<file path="src/rtl/seq_counter_if.sv">
// Control and status bundle for seq_counter. The optional stall input exists
// only when SEQ_CNT_STALL_EN is defined.
interface seq_counter_if;
  // start/clr/hlt/stall are level-sampled on every rising edge with no
  // handshake back. sc/running/instr_done/ovr_err are registered and valid
  // after the edge. state is a read-only debug view of the run-control FSM.
  logic       start;
  logic       clr;
  logic       hlt;
`ifdef SEQ_CNT_STALL_EN
  logic       stall;
`endif
  logic [3:0] sc;
  logic       running;
  logic       instr_done;
  logic       ovr_err;
  logic [1:0] state;

`ifdef SEQ_CNT_STALL_EN
  modport master (output start, clr, hlt, stall,
                  input  sc, running, instr_done, ovr_err, state);
  modport slave  (input  start, clr, hlt, stall,
                  output sc, running, instr_done, ovr_err, state);
`else
  modport master (output start, clr, hlt,
                  input  sc, running, instr_done, ovr_err, state);
  modport slave  (input  start, clr, hlt,
                  output sc, running, instr_done, ovr_err, state);
`endif
endinterface

</file>
<file path="src/rtl/seq_counter.sv">
// Timing-state sequence counter with IDLE/RUN/HALT run control and a sticky overrun flag.
// Optional count freeze input is built in when SEQ_CNT_STALL_EN is defined.
module seq_counter #(
  parameter int unsigned MAX_T = 15
) (
  input logic          clk,
  input logic          rst_n,
  seq_counter_if.slave bus
);

  typedef enum logic [1:0] {
    ST_IDLE = 2'd0,
    ST_RUN  = 2'd1,
    ST_HALT = 2'd2
  } state_t;

  localparam logic [3:0] MaxT = 4'(MAX_T);

  state_t     state_q;
  logic [3:0] sc_q;
  logic       running_q;
  logic       instr_done_q;
  logic       ovr_err_q;

  logic       stall_w;
`ifdef SEQ_CNT_STALL_EN
  assign stall_w = bus.stall;
`else
  assign stall_w = 1'b0;
`endif

  always_ff @(posedge clk) begin
    if (!rst_n) begin
      state_q      <= ST_IDLE;
      sc_q         <= 4'd0;
      running_q    <= 1'b0;
      instr_done_q <= 1'b0;
      ovr_err_q    <= 1'b0;
    end else begin
      instr_done_q <= 1'b0;
      case (state_q)
        ST_IDLE, ST_HALT: begin
          sc_q      <= 4'd0;
          running_q <= 1'b0;
          if (bus.start) begin
            state_q   <= ST_RUN;
            running_q <= 1'b1;
            ovr_err_q <= 1'b0;
          end
        end
        ST_RUN: begin
          // hlt beats clr beats stall beats the overrun wrap.
          if (bus.hlt) begin
            state_q   <= ST_HALT;
            running_q <= 1'b0;
            sc_q      <= 4'd0;
          end else if (bus.clr) begin
            sc_q         <= 4'd0;
            instr_done_q <= 1'b1;
          end else if (stall_w) begin
            sc_q <= sc_q;
          end else if (sc_q == MaxT) begin
            sc_q      <= 4'd0;
            ovr_err_q <= 1'b1;
          end else begin
            sc_q <= sc_q + 4'd1;
          end
        end
        default: begin
          state_q   <= ST_IDLE;
          sc_q      <= 4'd0;
          running_q <= 1'b0;
        end
      endcase
    end
  end

  assign bus.sc         = sc_q;
  assign bus.running    = running_q;
  assign bus.instr_done = instr_done_q;
  assign bus.ovr_err    = ovr_err_q;
  assign bus.state      = state_q;

endmodule

</file>
<file path="src/flat_wrapper.sv">
// flat-port wrapper written by rule: the top's interface ports become plain ports
module seq_counter_flat 
#(
  parameter int unsigned MAX_T = 15
)
  (clk, rst_n, bus_start, bus_clr, bus_hlt, bus_sc, bus_running, bus_instr_done, bus_ovr_err, bus_state);
  seq_counter_if bus_i ();
  input logic clk;
  input logic rst_n;
  input wire logic [$bits(bus_i.start)-1:0] bus_start;
  input wire logic [$bits(bus_i.clr)-1:0] bus_clr;
  input wire logic [$bits(bus_i.hlt)-1:0] bus_hlt;
  output wire logic [$bits(bus_i.sc)-1:0] bus_sc;
  output wire logic [$bits(bus_i.running)-1:0] bus_running;
  output wire logic [$bits(bus_i.instr_done)-1:0] bus_instr_done;
  output wire logic [$bits(bus_i.ovr_err)-1:0] bus_ovr_err;
  output wire logic [$bits(bus_i.state)-1:0] bus_state;
  assign bus_i.start = bus_start;
  assign bus_i.clr = bus_clr;
  assign bus_i.hlt = bus_hlt;
  assign bus_sc = bus_i.sc;
  assign bus_running = bus_i.running;
  assign bus_instr_done = bus_i.instr_done;
  assign bus_ovr_err = bus_i.ovr_err;
  assign bus_state = bus_i.state;
  seq_counter #(.MAX_T(MAX_T)) u_core (.clk(clk), .rst_n(rst_n), .bus(bus_i));
endmodule
</file>
<file path="config.mk">
export PLATFORM = sky130hd
export DESIGN_NAME = seq_counter_flat
export DESIGN_NICKNAME = d
export VERILOG_FILES = /design/src/rtl/seq_counter_if.sv /design/src/rtl/seq_counter.sv /design/src/flat_wrapper.sv
export SDC_FILE = /design/constraint.sdc
export NUM_CORES = 1
export LEC_CHECK = 0
export CAP_MARGIN = 20
export CORE_AREA = 4 4 41 43
export CTS_BUF_LIST = sky130_fd_sc_hd__clkbuf_2 sky130_fd_sc_hd__clkbuf_4 sky130_fd_sc_hd__clkbuf_8
export DETAILED_ROUTE_END_ITERATION = 6
export DIE_AREA = 0 0 45 47
export GPL_ROUTABILITY_DRIVEN = 0
export PLACE_DENSITY_LB_ADDON = 0.3
export SLEW_MARGIN = 20
export SYNTH_ARGS = -nofsm -noshare
export SYNTH_HDL_FRONTEND = slang
export SYNTH_SLANG_ARGS = --single-unit
</file>
<file path="constraint.sdc">
create_clock -name clk -period 3 [get_ports clk]
set_input_delay 0.6 -clock clk [delete_from_list [all_inputs] [get_ports clk]]
set_output_delay 0.6 -clock clk [all_outputs]
set_load 0.01 [all_outputs]
</file>
==> results of run 1 <==
## cell type report
class | count | area [sq um] | area share (%)
multi-input combinational | 28 | 189 | 34.0
clock buffer | 4 | 30.0 | 5.41
sequential | 9 | 180 | 32.4
tap | 15 | 18.8 | 3.38
timing repair buffer | 13 | 130 | 23.4
inverter | 2 | 7.51 | 1.35
## per-layer routing
layer	part of all wire [%]	track usage, %	routed length [um]
met1	44	7.82	314
met2	48	13.6	342
met3	7.4	2.30	53
met4	0.56	5.26	4
met5	0	0	0
## state kept, by name, summed over array words and instances, names as in the netlist
register	cells
u_core.bus.state	2
u_core.bus.ovr_err	1
u_core.bus.sc	4
u_core.bus.running	1
u_core.bus.instr_done	1
## cell usage in the layout, fill, tap and decap left out
cell type        instances
and2b_1                  1
clkbuf_4                 4
nor3b_1                  1
a2111oi_2                1
inv_1                    2
nor3b_4                  1
nand2_1                  2
nand3_1                  1
nand4b_1                 2
o21a_1                   1
a21oi_1                  4
nand3b_1                 2
and3b_1                  1
o21ai_0                  1
nor2_1                   7
ha_1                     1
dfxtp_1                  9
and3_1                   1
xnor2_1                  1
clkdlybuf4s50_1         13
## path summary, 6_finish.rpt
| kind | from | to | slack (ns) | cells past startpoint |
|---|---|---|---|---|
| setup / recovery | u_core.bus.state[0]$_SDFFE_PN0P_ | bus_state[0] | 1.13 | 1 |
| setup reg to reg | u_core.bus.sc[0]$_SDFF_PP0_ | u_core.bus.ovr_err$_SDFFE_PN0P_ | 1.59 | 4 |
| hold reg to reg | u_core.bus.ovr_err$_SDFFE_PN0P_ | u_core.bus.ovr_err$_SDFFE_PN0P_ | 0.47 | 1 |
| hold / removal | u_core.bus.ovr_err$_SDFFE_PN0P_ | u_core.bus.ovr_err$_SDFFE_PN0P_ | 0.47 | 1 |
## power by group through the flow
stage	Combinational [uW]	Sequential (uW)	Clock, uW
4_1_cts	28.5	127	103
6_report	28.1	127	99.0
3_3_place_gp	28.0	130	0
3_5_place_dp	27.7	130	0
5_1_grt	30.6	128	109
2_1_floorplan	10.9	131	0
## synthesized netlist by cell type, drive strengths merged
cell type  instances
dfxtp              9
nor2               7
a21oi              4
inv                2
nand2              2
nand3b             2
nand4b             2
nor3b              2
a2111oi            1
and2b              1
and3               1
and3b              1
ha                 1
nand3              1
o21a               1
o21ai              1
xnor2              1
## logic make-up (layout without fill, tap and decap cells)
logic type	Yosys count	count (layout)	share of synthesized area, %
DFF	9	9	47.8
AOI/OAI and AO/OA	7	7	12.6
buffers and inverters	2	19	1.99
adders and majority gates	1	1	3.32
and+or+nand+nor	19	19	31.9
xor gates and xnor gates	1	1	2.33
## through the flow
| step | hold slack [ns] | utilization (%) | instances | setup WS (ns) |
|---|---|---|---|---|
| 3_5_place_dp | 0.457 | 40.4 | 67 | 1.22 |
| 6_report | 0.469 | 42.7 | 71 | 1.13 |
| 5_1_grt | 0.491 | 42.7 | 71 | 1.06 |
| 3_3_place_gp | 0.460 | 40.4 | 67 | 1.25 |
| 2_1_floorplan | 0.509 | - | 39 | 1.69 |
| 4_1_cts | 0.476 | 42.7 | 71 | 1.11 |
==> flow_summary.ini, run 1 <==
[clocking]
hold_buffers = 0
clockBufferDepth = 2
post_cts_resized = 0
worstSkewPairLatency_ns = 0.25
cts_sinks = 9
cts_setup_buffers = 0
cts_tree = built
cts.clk_slew.worst_paths_ns = 0.06
clock-root-buffer = clkbuf_4
htreeDepth = 1
cts_buffers = 3

[setup_path]
crit_path_end_kind = primary output
path_buf_inv = 1
setup.worst_path.class = flip-flop to primary output
critPathRequiredTime_ns = 2.40
crit_path_start_kind = flip-flop
critical-path-top-delay-family = buffers and inverters
crit_chain = clkdlybuf4s50_1
cp.arrival_ns = 1.27
path_max_fanout = 7
critPathSlowestCell = clkdlybuf4s50_1
slowest_delay_ns = 0.58

[sta]
max_freq_ghz = 0.534
clock_skew_ns = 0.00383
finalSetupViolCount = 0
final.min_clock_period_ns = 1.87
slew_violations = 0
tns_ns = 0
finalHoldViolCount = 0
tightest_slew_ns = 0.309
maxSlewHeadroom_pct = 79.3
layout_worst_path_cycle_share_pct = 62.4
rsz0062_at_grt = false

[die]
die-area_sq_um = 2120
row_count = 13
dieWidth_um = 45
start_util_pct = 28.9
core_area_sq_um = 1300
die-height_um = 47
io_pins = 14

[route]
dr.first_iter.drc_count = 1
wl_per_cell_um = 10.1
drtAntennaViolNets = 0
vias = 329
drc_errors = 0
first_pass_iters = 2
finalWirelength_um = 714
viasPerCell = 4.63

[synthesis]
syn_inst = 39
seq_area_frac_synth_pct = 47.8
syn_nets = 45
ys_ff_latch = 9
avgSynthCellArea_sq_um = 9.66
yosys.area.top_type_share_pct = 47.8
synth.distinct_cells = 18
synthesis.area_sq_um = 377
synth_top_cell_by_area = dfxtp_1
yosys_warnings = 0
synth_area_leaders = dfxtp_1, nor2_1, a21oi_1

[final_layout]
diodes = 0
nets = 63
fill_cells = 143
syn_to_final_growth_pct = 47.5
drive_gt1_share_pct = 10.7
final_cell_area_sq_um = 556

[pwr]
switchingPower_uw = 53.7
internal_power_uw = 200
p_leak_uw = 0.000201
p_comb_share_pct = 11.0
p_per_area_nw_per_um2 = 457
swShare_pct = 21.1
finalPower_uw = 254
ir_drop_mv = 0.261
clock_power_share_pct = 39.0
p_seq_share_pct = 50.0

[place]
post_dp_cell_area_sq_um = 526
io_buffers = 13

[global_routing]
grt.overflow.total = 0
grt_max_degree = 8
first_global_vias = 304
antenna_found_initial = 0
grt_pass1_wl_mm = 1.12
grt_usage_pct = 7.69

[run_status]
status = completed

[hold_path]
worstHoldPathType = flip-flop to flip-flop

[run]
cap_violations = 0
(Power assumes the default switching activity.)
==> run 2: changes to the inputs <==
- clock period: 3 -> 1.95 ns (I/O delays scaled with it)
==> results of run 2 <==
The final DEF is identical to that of run 1. Status: completed.
Main changes from that run: setup slack after placement 1.22 ns -> 0.384 ns; setup slack after layout 1.13 ns -> 0.289 ns; register-to-register setup slack 1.59 ns -> 0.54 ns; total power 254 uW -> 391 uW; worst IR drop on VDD 0.261 mV -> 0.401 mV
==> run 3: changes to the inputs <==
- CAP_MARGIN: 20 -> default
==> results of run 3 <==
The final DEF is identical to that of run 1. Status: completed.
Main changes from that run: setup slack after placement 1.22 ns -> 0.384 ns; setup slack after layout 1.13 ns -> 0.289 ns; register-to-register setup slack 1.59 ns -> 0.54 ns; total power 254 uW -> 391 uW; worst IR drop on VDD 0.261 mV -> 0.401 mV
